--- config.mk ---
export PLATFORM = sky130hd
export DESIGN_NAME = div_unit
export DESIGN_NICKNAME = d
export VERILOG_FILES = /design/src/rtl/div_unit.sv
export SDC_FILE = /design/constraint.sdc
export NUM_CORES = 1
export LEC_CHECK = 0
export CAP_MARGIN = 15
export CORE_ASPECT_RATIO = 2
export CORE_MARGIN = 2
export CORE_UTILIZATION = 35
export DETAILED_ROUTE_END_ITERATION = 7
export GPL_ROUTABILITY_DRIVEN = 0
export HOLD_SLACK_MARGIN = 0.06
export SLEW_MARGIN = 20
export SYNTH_ARGS = -nofsm -noshare
export SYNTH_HDL_FRONTEND = slang
export SYNTH_SLANG_ARGS = --single-unit
--- constraint.sdc ---
create_clock -name clk -period 10.7 [get_ports clk]
set_input_delay 2.14 -clock clk [delete_from_list [all_inputs] [get_ports clk]]
set_output_delay 2.14 -clock clk [all_outputs]
set_load 0.02 [all_outputs]
--- src/rtl/div_unit.sv ---
// ============================================================================
// Module   : div_unit
// Brief    : Multi-cycle radix-2 restoring divider (signed/unsigned q and r).
// Revision : 1.0 - initial release
// ============================================================================
`default_nettype none

module div_unit #(
    parameter int DATA_W = 32
) (
    input  logic              clk,
    input  logic              reset,
    input  logic              div_enable,
    input  logic              div_sign,
    input  logic [DATA_W-1:0] div_src1,
    input  logic [DATA_W-1:0] div_src2,
    input  logic              div_ack,
    output logic              div_complete,
    output logic [DATA_W-1:0] div_quotient,
    output logic [DATA_W-1:0] div_remainder,
    output logic              div_busy
);

    localparam int CNT_W = $clog2(DATA_W) + 1;

    typedef enum logic [1:0] {
        S_IDLE  = 2'd0,
        S_START = 2'd1,
        S_CALC  = 2'd2,
        S_DONE  = 2'd3
    } state_t;

    state_t              state_q;
    logic [DATA_W-1:0]   dvd_q;
    logic [DATA_W-1:0]   dvs_q;
    logic [DATA_W-1:0]   rem_q;
    logic [DATA_W-1:0]   src1_q;
    logic [CNT_W-1:0]    cnt_q;
    logic                signed_q;
    logic                sign1_q;
    logic                sign2_q;
    logic                zero_q;
    logic [DATA_W-1:0]   quo_out_q;
    logic [DATA_W-1:0]   rem_out_q;
    logic                complete_q;
    logic                busy_q;

    logic [DATA_W:0]     w_shift;
    logic                w_ge;
    logic [DATA_W-1:0]   rem_d;
    logic [DATA_W-1:0]   dvd_d;
    logic [DATA_W-1:0]   w_quo_fix;
    logic [DATA_W-1:0]   w_rem_fix;

    function automatic logic [DATA_W-1:0] abs_val(input logic [DATA_W-1:0] v,
                                                  input logic neg);
        return neg ? (~v + 1'b1) : v;
    endfunction

    // The dividend register doubles as the quotient accumulator: each step
    // shifts one dividend bit out of the top and one quotient bit into the bottom.
    always_comb begin
        w_shift = {rem_q, dvd_q[DATA_W-1]};
        w_ge    = (w_shift >= {1'b0, dvs_q});
        rem_d   = w_ge ? (w_shift[DATA_W-1:0] - dvs_q) : w_shift[DATA_W-1:0];
        dvd_d   = {dvd_q[DATA_W-2:0], w_ge};
        if (zero_q) begin
            w_quo_fix = '1;
            w_rem_fix = src1_q;
        end else begin
            w_quo_fix = abs_val(dvd_d, signed_q & (sign1_q ^ sign2_q));
            w_rem_fix = abs_val(rem_d, signed_q & sign1_q);
        end
    end

    always_ff @(posedge clk) begin
        if (reset) begin
            state_q    <= S_IDLE;
            dvd_q      <= '0;
            dvs_q      <= '0;
            rem_q      <= '0;
            src1_q     <= '0;
            cnt_q      <= '0;
            signed_q   <= 1'b0;
            sign1_q    <= 1'b0;
            sign2_q    <= 1'b0;
            zero_q     <= 1'b0;
            quo_out_q  <= '0;
            rem_out_q  <= '0;
            complete_q <= 1'b0;
            busy_q     <= 1'b0;
        end else begin
            case (state_q)
                S_IDLE: begin
                    complete_q <= 1'b0;
                    busy_q     <= 1'b0;
                    if (div_enable) begin
                        dvd_q    <= div_src1;
                        dvs_q    <= div_src2;
                        src1_q   <= div_src1;
                        signed_q <= div_sign;
                        sign1_q  <= div_sign & div_src1[DATA_W-1];
                        sign2_q  <= div_sign & div_src2[DATA_W-1];
                        zero_q   <= (div_src2 == '0);
                        busy_q   <= 1'b1;
                        state_q  <= S_START;
                    end
                end
                S_START: begin
                    if (!div_enable) begin
                        busy_q  <= 1'b0;
                        state_q <= S_IDLE;
                    end else begin
                        dvd_q   <= abs_val(dvd_q, sign1_q);
                        dvs_q   <= abs_val(dvs_q, sign2_q);
                        rem_q   <= '0;
                        cnt_q   <= CNT_W'(DATA_W);
                        state_q <= S_CALC;
                    end
                end
                S_CALC: begin
                    if (!div_enable) begin
                        busy_q  <= 1'b0;
                        state_q <= S_IDLE;
                    end else begin
                        rem_q <= rem_d;
                        dvd_q <= dvd_d;
                        cnt_q <= cnt_q - 1'b1;
                        if (cnt_q == CNT_W'(1)) begin
                            quo_out_q  <= w_quo_fix;
                            rem_out_q  <= w_rem_fix;
                            complete_q <= 1'b1;
                            busy_q     <= 1'b0;
                            state_q    <= S_DONE;
                        end
                    end
                end
                S_DONE: begin
                    if (div_ack || !div_enable) begin
                        complete_q <= 1'b0;
                        state_q    <= S_IDLE;
                    end
                end
                default: state_q <= S_IDLE;
            endcase
        end
    end

    assign div_complete  = complete_q;
    assign div_quotient  = quo_out_q;
    assign div_remainder = rem_out_q;
    assign div_busy      = busy_q;

endmodule

`default_nettype wire
Yosys cells after proc, flatten, opt, wreduce, memory -nomap -nowiden:

Cells that the tools add are included.

* memories kept: 0
* memory bits (read-only): 0
* bits of input ports: 69
* memory bits (writable): 0
* output and inout bits: 66
* logic and storage cells: 94
* latch bits: 0
* flip-flop bits (word level): 206

* reductions and logical operators: 16
* $lt $le $gt $ge: 1
* divide/modulo/power cells: 0
* multiplexer cells: 35
* equality and inequality tests: 13
* multiply operators: 0
* bitwise gates (word level): 9
* shift operators: 0
* add/sub/neg operators: 6

Operators with widths (count)
* 32-bit 2-to-1 mux: 14
* 32-bit by 1-bit adder with 32-bit output, second input constant: 4
* 32-bit inverter: 4
* 32-bit case mux with 2 select lines: 2
* 32-bit case mux with 3 select lines: 1
* 33-bit by 32-bit greater-or-equal comparator with 1-bit output: 1
* 32-bit logical NOT: 1
* 32-bit subtractor: 1
* 2-bit inequality test, second input constant: 8
* 6-bit 2-to-1 mux: 2
* 6-bit case mux with 2 select lines: 1
* 3-bit AND reduction: 4
* 2-bit 2-to-1 mux: 5
* 2-bit case mux with 4 select lines: 1
* 4-bit AND reduction: 2
* 1-bit 2-to-1 mux: 7
* 6-bit by 1-bit == test with 1-bit output, second input constant: 1
* 1-bit case mux with 3 select lines: 2
* 3-bit nonzero test: 2
* 6-bit by 1-bit subtractor with 6-bit output, second input constant: 1
* 5-bit AND reduction: 1
* 1-bit AND: 4
* 2-bit == test, second input constant: 2
* 2-bit nonzero test: 2
* 7 further kinds: 7

Depth between registers and ports, before layout:

* depth in word-level cells: 6
* mapped depth: 23
* gate-level depth less buffers: 19

Worst setup path after synthesis:

OpenSTA, ideal clock, no wires.

* kind: register to register
* from: register dvs_q[21]
* to: register rem_out_q[26] (netlist: div_remainder[26])
* cell stages (with the launch flop): 22
* setup time: 0.086 ns
* arrival: 4.736 ns
* period minus slack after synthesis: 4.821 ns
* path buffers: 4
* slack: 5.879 ns
* required time: 10.614 ns
* cell sequence: dfxtp_1 -> inv_1 -> ha_1 -> clkbuf_1 -> nand4_1 -> nor4_1 -> nand4_1 -> nand3_1 -> a21o_1 -> buf_2 -> buf_2 -> buf_2 -> mux2i_1 -> ha_1 -> nand2_1 -> or4_1 -> o211ai_1 -> nand4_1 -> nor3_2 -> a21oi_1 -> xnor2_1 -> a211oi_1

* word-level cells in the longest chain between the ends: 6
* elaborated cells between the ends (all ways): 7
* those cells by class: add/sub (2); order compare (1); mux (3); bitwise (1)

Ends and longest elaborated chain
* from (decl): line 35 `logic [DATA_W-1:0] dvs_q;`
* from (signal assigned): line 99 `dvs_q <= div_src2;`
* from (signal assigned): line 115 `dvs_q <= abs_val(dvs_q, sign2_q);`
* 32-bit subtractor or 33-bit by 32-bit greater-or-equal comparator with 1-bit output (tied branches): line 65, 64
* 32-bit 2-to-1 mux (*): line 65 `rem_d = w_ge ? (w_shift[DATA_W-1:0] - dvs_q) : w_shift[DATA_W-1:0];`
* 32-bit inverter: line 57 `return neg ? (~v + 1'b1) : v;`
* 32-bit by 1-bit adder with 32-bit output: line 57
* 32-bit 2-to-1 mux (*): line 57
* 32-bit 2-to-1 mux (*): line 67 `if (zero_q) begin`
* to (signal assigned): line 131 `rem_out_q <= w_rem_fix;`
* to (decl): line 44 `logic [DATA_W-1:0] rem_out_q;`

Mark *: on every way between the ends. The rest lies on a longest branch, timed or not.
A chain may end at the register's enable or synchronous reset.

Worst setup path after layout:

* from: register dvs_q[25]
* to: register rem_out_q[22] (netlist: div_remainder[22])

* word-level cells in the longest chain between the ends: 6

Ends and longest elaborated chain
* 33-bit by 32-bit greater-or-equal comparator with 1-bit output (*): line 64 `w_ge = (w_shift >= {1'b0, dvs_q});`
* 32-bit 2-to-1 mux (*): line 65
* 32-bit inverter: line 57
* 32-bit by 1-bit adder with 32-bit output: line 57
* 32-bit 2-to-1 mux (*): line 57
* 32-bit 2-to-1 mux (*): line 67

Marked as above.

==> flow_summary.html <==
<table>
<tr><th>Metric</th><th>Value</th></tr>
<tr><th colspan="2">Logic synthesis</th></tr>
<tr><td>Synth Area in Adders</td><td>3.96%</td></tr>
<tr><td>Area of the mapped netlist</td><td>13,800 µm²</td></tr>
<tr><td>Count of unique library cells instantiated by Yosys</td><td>79</td></tr>
<tr><td>Number of flip-flops and latches in the synthesized netlist</td><td>206</td></tr>
<tr><td>Fraction of synthesis flops using an asynchronous set or reset pin</td><td>0%</td></tr>
<tr><td>Multiplexer share of the synthesized area</td><td>2.56%</td></tr>
<tr><td>Synthesized-area fraction occupied by and/or/nand/nor cells</td><td>25.3%</td></tr>
<tr><td>Xor and xnor fraction of the mapped netlist area</td><td>5.34%</td></tr>
<tr><td>Synth Warn #</td><td>0</td></tr>
<tr><td>Post-synth top area share</td><td>30.0%</td></tr>
<tr><td>Top FF cell, synth</td><td>dfxtp_1</td></tr>
<tr><td>Most frequent cell after synthesis</td><td>nor2_1</td></tr>
<tr><td>Register area share after synthesis</td><td>30.0%</td></tr>
<tr><td>Mean post-synth cell area</td><td>7.20 µm²</td></tr>
<tr><td>Top cells by instance count after synthesis</td><td>243 x nor2_1, 219 x nand2_1, 210 x a21oi_1</td></tr>
<tr><td>Post-Syn Nets</td><td>2,023</td></tr>
<tr><td>Post-Synthesis Cells</td><td>1,911</td></tr>
<tr><td>Cell type with the highest aggregate area in the netlist</td><td>dfxtp_1</td></tr>
<tr><td>Compound-cell area share of the yosys netlist</td><td>27.0%</td></tr>
<tr><td>Largest cells by area after synthesis</td><td>dfxtp_1 30%, a21oi_1 7.6%, nor2_1 6.6%, nand2_1 6.0%, ha_1 3.8%</td></tr>
<tr><td>Number of enable-type register cells in the synthesized netlist</td><td>0</td></tr>
<tr><td>Largest family of logic cells by synthesized area</td><td>compound AO/OA/AOI/OAI gates</td></tr>
<tr><th colspan="2">Route</th></tr>
<tr><td>Detailed router's first-iteration violation count</td><td>1,056</td></tr>
<tr><td>Total via count in the routed design</td><td>14,381</td></tr>
<tr><td>Count of nets left with antenna violations after detail routing</td><td>0</td></tr>
<tr><td>TritonRoute pass-1 iters</td><td>7</td></tr>
<tr><td>Post-Route WL</td><td>52.3 mm</td></tr>
<tr><td>Vias per cell</td><td>5.81</td></tr>
<tr><td>Average routed wire per standard cell</td><td>21.1 µm</td></tr>
<tr><td>Number of DRC violations after detailed routing</td><td>0</td></tr>
<tr><th colspan="2">Clock tree</th></tr>
<tr><td>Clock-pin slew of the registers on the worst-case setup and hold paths</td><td>0.07 ns</td></tr>
<tr><td>Number of hold-repair buffers added at the cts stage</td><td>0</td></tr>
<tr><td>Clock Latency Late Sink</td><td>0.52 ns</td></tr>
<tr><td>Setup Buffers After CTS</td><td>0</td></tr>
<tr><td>Maximum clock insertion buffer count</td><td>3</td></tr>
<tr><td>Num Clock Sinks</td><td>206</td></tr>
<tr><td>CTS HTree Levels</td><td>1</td></tr>
<tr><td>Post-CTS Resized</td><td>0</td></tr>
<tr><td>TritonCTS clock tree</td><td>built</td></tr>
<tr><td>Clock root cell</td><td>clkbuf_16</td></tr>
<tr><td>Inserted Clock Buffers</td><td>21</td></tr>
<tr><th colspan="2">Global route</th></tr>
<tr><td>GRT Residual Overflow</td><td>0</td></tr>
<tr><td>Maximum number of pins on one net before global-route repair</td><td>87</td></tr>
<tr><td>Global-route wire length before repair</td><td>80.1 mm</td></tr>
<tr><td>Number of global-route vias before repair</td><td>14,095</td></tr>
<tr><td>GR Util All Layers</td><td>25.0%</td></tr>
<tr><td>Number of antenna violations at the first check in global routing</td><td>0</td></tr>
<tr><th colspan="2">Run status</th></tr>
<tr><td>Status</td><td>finished clean</td></tr>
<tr><th colspan="2">Cells and area</th></tr>
<tr><td>Fraction of final layout cells with drive strength greater than 1</td><td>4.91%</td></tr>
<tr><td>Area Growth Syn to Fin</td><td>16.7%</td></tr>
<tr><td>Nets@finish</td><td>2,055</td></tr>
<tr><td>Antenna cells</td><td>0</td></tr>
<tr><th colspan="2">Setup path</th></tr>
<tr><td>Critical path cell sequence</td><td>inv_1 -&gt; ha_1 -&gt; nand4_1 -&gt; nor3_1 -&gt; a22oi_1 -&gt; nand3_1 -&gt; a21o_2 -&gt; buf_4 -&gt; mux2i_1 -&gt; ha_1 -&gt; nand2_1 -&gt; or4_1 -&gt; o211ai_1 -&gt; nand4_1 -&gt; nor3_2 -&gt; o21ai_0 -&gt; a21o_1 -&gt; a211oi_1</td></tr>
<tr><td>Nature of the critical path endpoint</td><td>register</td></tr>
<tr><td>Slowest stage cell, crit path</td><td>buf_4</td></tr>
<tr><td>Endpoint required time on the critical path</td><td>11.13 ns</td></tr>
<tr><td>Arrival time worst endpoint</td><td>6.04 ns</td></tr>
<tr><td>Register-to-register setup slack</td><td>5.09 ns</td></tr>
<tr><td>Largest stage delay on the critical path</td><td>0.56 ns</td></tr>
<tr><td>Cell class contributing the biggest share of worst-path delay</td><td>simple AND/OR/NAND/NOR gates</td></tr>
<tr><td>Maximum fanout encountered on the critical timing path</td><td>49</td></tr>
<tr><td>CP startpoint kind</td><td>register</td></tr>
<tr><td>Type of the worst setup path</td><td>reg2reg</td></tr>
<tr><td>Critical path buffer and inverter count</td><td>2</td></tr>
<tr><th colspan="2">Timing</th></tr>
<tr><td>Final Hold Viols</td><td>0</td></tr>
<tr><td>Share of the clock period used by the worst path</td><td>52.4%</td></tr>
<tr><td>Final worst path period need</td><td>5.61 ns</td></tr>
<tr><td>Worst Tran Pin Value</td><td>1.07 ns</td></tr>
<tr><td>Post-Route Setup TNS</td><td>0 ns</td></tr>
<tr><td>Slew Limit Fails</td><td>0</td></tr>
<tr><td>Worst-case clock skew</td><td>0.0241 ns</td></tr>
<tr><td>RSZ-0062 raised after global routing</td><td>false</td></tr>
<tr><td>Worst max-slew margin expressed relative to the limit</td><td>28.3%</td></tr>
<tr><td>F_max</td><td>178 MHz</td></tr>
<tr><td>Total of endpoints with negative setup slack in the final report</td><td>0</td></tr>
<tr><th colspan="2">Pwr</th></tr>
<tr><td>Logic gate share of total power</td><td>30.4%</td></tr>
<tr><td>Internal portion of total power</td><td>1.47 mW</td></tr>
<tr><td>Fraction of power consumed by the clock network</td><td>32.6%</td></tr>
<tr><td>Power per cell area</td><td>144 nW/µm²</td></tr>
<tr><td>Register share of total power</td><td>37.0%</td></tr>
<tr><td>Static Leakage</td><td>5.72 nW</td></tr>
<tr><td>Proportion of total power due to net switching</td><td>36.4%</td></tr>
<tr><td>Total power</td><td>2.32 mW</td></tr>
<tr><td>Reported net switching power</td><td>843 µW</td></tr>
<tr><td>Worst IR drop on VDD</td><td>0.0721 mV</td></tr>
<tr><th colspan="2">Floorplanning</th></tr>
<tr><td>Area of the die</td><td>41,000 µm²</td></tr>
<tr><td>Initial Util</td><td>35.5%</td></tr>
<tr><td>Row cnt</td><td>102</td></tr>
<tr><td>Core footprint</td><td>38,800 µm²</td></tr>
<tr><td>Die boundary height</td><td>284 µm</td></tr>
<tr><td>Die outline width</td><td>144 µm</td></tr>
<tr><td>Number of placed I/O pins</td><td>135</td></tr>
<tr><th colspan="2">Place</th></tr>
<tr><td>IO buf count</td><td>134</td></tr>
<tr><td>HPWL Detailed</td><td>40.0 mm</td></tr>
<tr><th colspan="2">Min path</th></tr>
<tr><td>Type of the worst min-delay path</td><td>reg2reg</td></tr>
<tr><th colspan="2">Run</th></tr>
<tr><td>Max cap viols</td><td>0</td></tr>
</table>
layout by cell type (no fill, tap or decap), types with 5 or more instances in the layout:
| cell type | instances |
|---|---|
| nor2_1 | 242 |
| nand2_1 | 219 |
| a21oi_1 | 210 |
| dfxtp_1 | 205 |
| clkdlybuf4s50_1 | 133 |
| o21ai_0 | 98 |
| a211oi_1 | 67 |
| inv_1 | 58 |
| nor3_1 | 54 |
| xnor2_1 | 51 |
| ha_1 | 40 |
| nand3_1 | 34 |
| mux2i_1 | 33 |
| xor2_1 | 33 |
| or3_1 | 28 |
| nor2b_1 | 26 |
| a22oi_1 | 25 |
| buf_4 | 25 |
| nor4_1 | 23 |
| o22ai_1 | 22 |
| a31oi_1 | 22 |
| a21o_1 | 21 |
| clkbuf_16 | 21 |
| o211ai_1 | 20 |
| nand4_1 | 19 |
| o21ai_1 | 15 |
| o31ai_1 | 15 |
| and3_1 | 13 |
| a311oi_1 | 12 |
| nand3b_1 | 11 |
| a221oi_1 | 10 |
| and2_1 | 8 |
| nand2b_1 | 7 |
| o21a_1 | 7 |
| and4_1 | 6 |
| nor4b_1 | 6 |
| clkbuf_8 | 6 |
| a211o_1 | 5 |
| or4_1 | 5 |
| a41oi_1 | 5 |
metrics by stage:
step	area (µm²)	hold slack [ns]	instances	worst slack [ns]	utilization [%]
after floorplan	13800	0.431	1911	5.88	-
after global placement	15400	0.440	2440	5.29	39.7
after detailed placement	15400	0.447	2440	5.22	39.7
after CTS	16100	0.456	2475	5.18	41.4
after global routing	16100	0.486	2475	4.70	41.4
final	16100	0.457	2475	5.09	41.4
power groups by stage:
stage               logic [mW]  registers (mW)  clock network, mW
floorplan                0.508           0.841                  0
global placement         0.686           0.872                  0
detailed placement       0.691           0.874                  0
CTS                      0.694           0.856              0.767
global route             0.767           0.864              0.788
finish                   0.704           0.858              0.754
cell families after synthesis:
kind of cell    after synthesis
compound gates              598
xor+xnor                     84
fa+ha+maj                    43
buf+inv                     210
flops                       206
mux                          35
simple gates                735
tightest hold or removal path, stage by stage (launching register included):
cell and delay (ns):
dfxtp_1 0.31, nand2_1 0.05, a21oi_1 0.05
path summary, 6_finish.rpt:
| kind | depth (start not counted) | startpoint | endpoint |
|---|---|---|---|
| setup reg to reg | 18 | dvs_q[25] | div_remainder[22] |
| hold reg to reg | 2 | src1_q[31] | src1_q[31] |
| setup / recovery | 18 | dvs_q[25] | div_remainder[22] |
| hold / removal | 2 | src1_q[31] | src1_q[31] |
routing by layer:
metal / track usage (%) / up-vias / part of all wire [%]
li1: - / 6904 / -
met1: 23.8 / 6771 / 34
met2: 49.3 / 523 / 55
met3: 2.31 / 183 / 4.1
met4: 15.9 / 0 / 7.5
met5: 0 / - / 0
area by class of cell:
cell class	count	area (µm²)
timing repair buffer	159	1530
clock inverter	6	60.1
fill	4093	22700
multi-input combinational	1495	8860
tap	520	651
sequential	206	4130
clock buffer	29	616
inverter	60	225
sequential cells by signal, summed over array words and instances, names as in the netlist, 2 cells and up:
register       count
dvs_q             32
dvd_q             32
src1_q            32
cnt_q              6
div_remainder     32
div_quotient      32
state_q            2
rem_q             32
No activity file was read; power rests on OpenSTA's default activity.
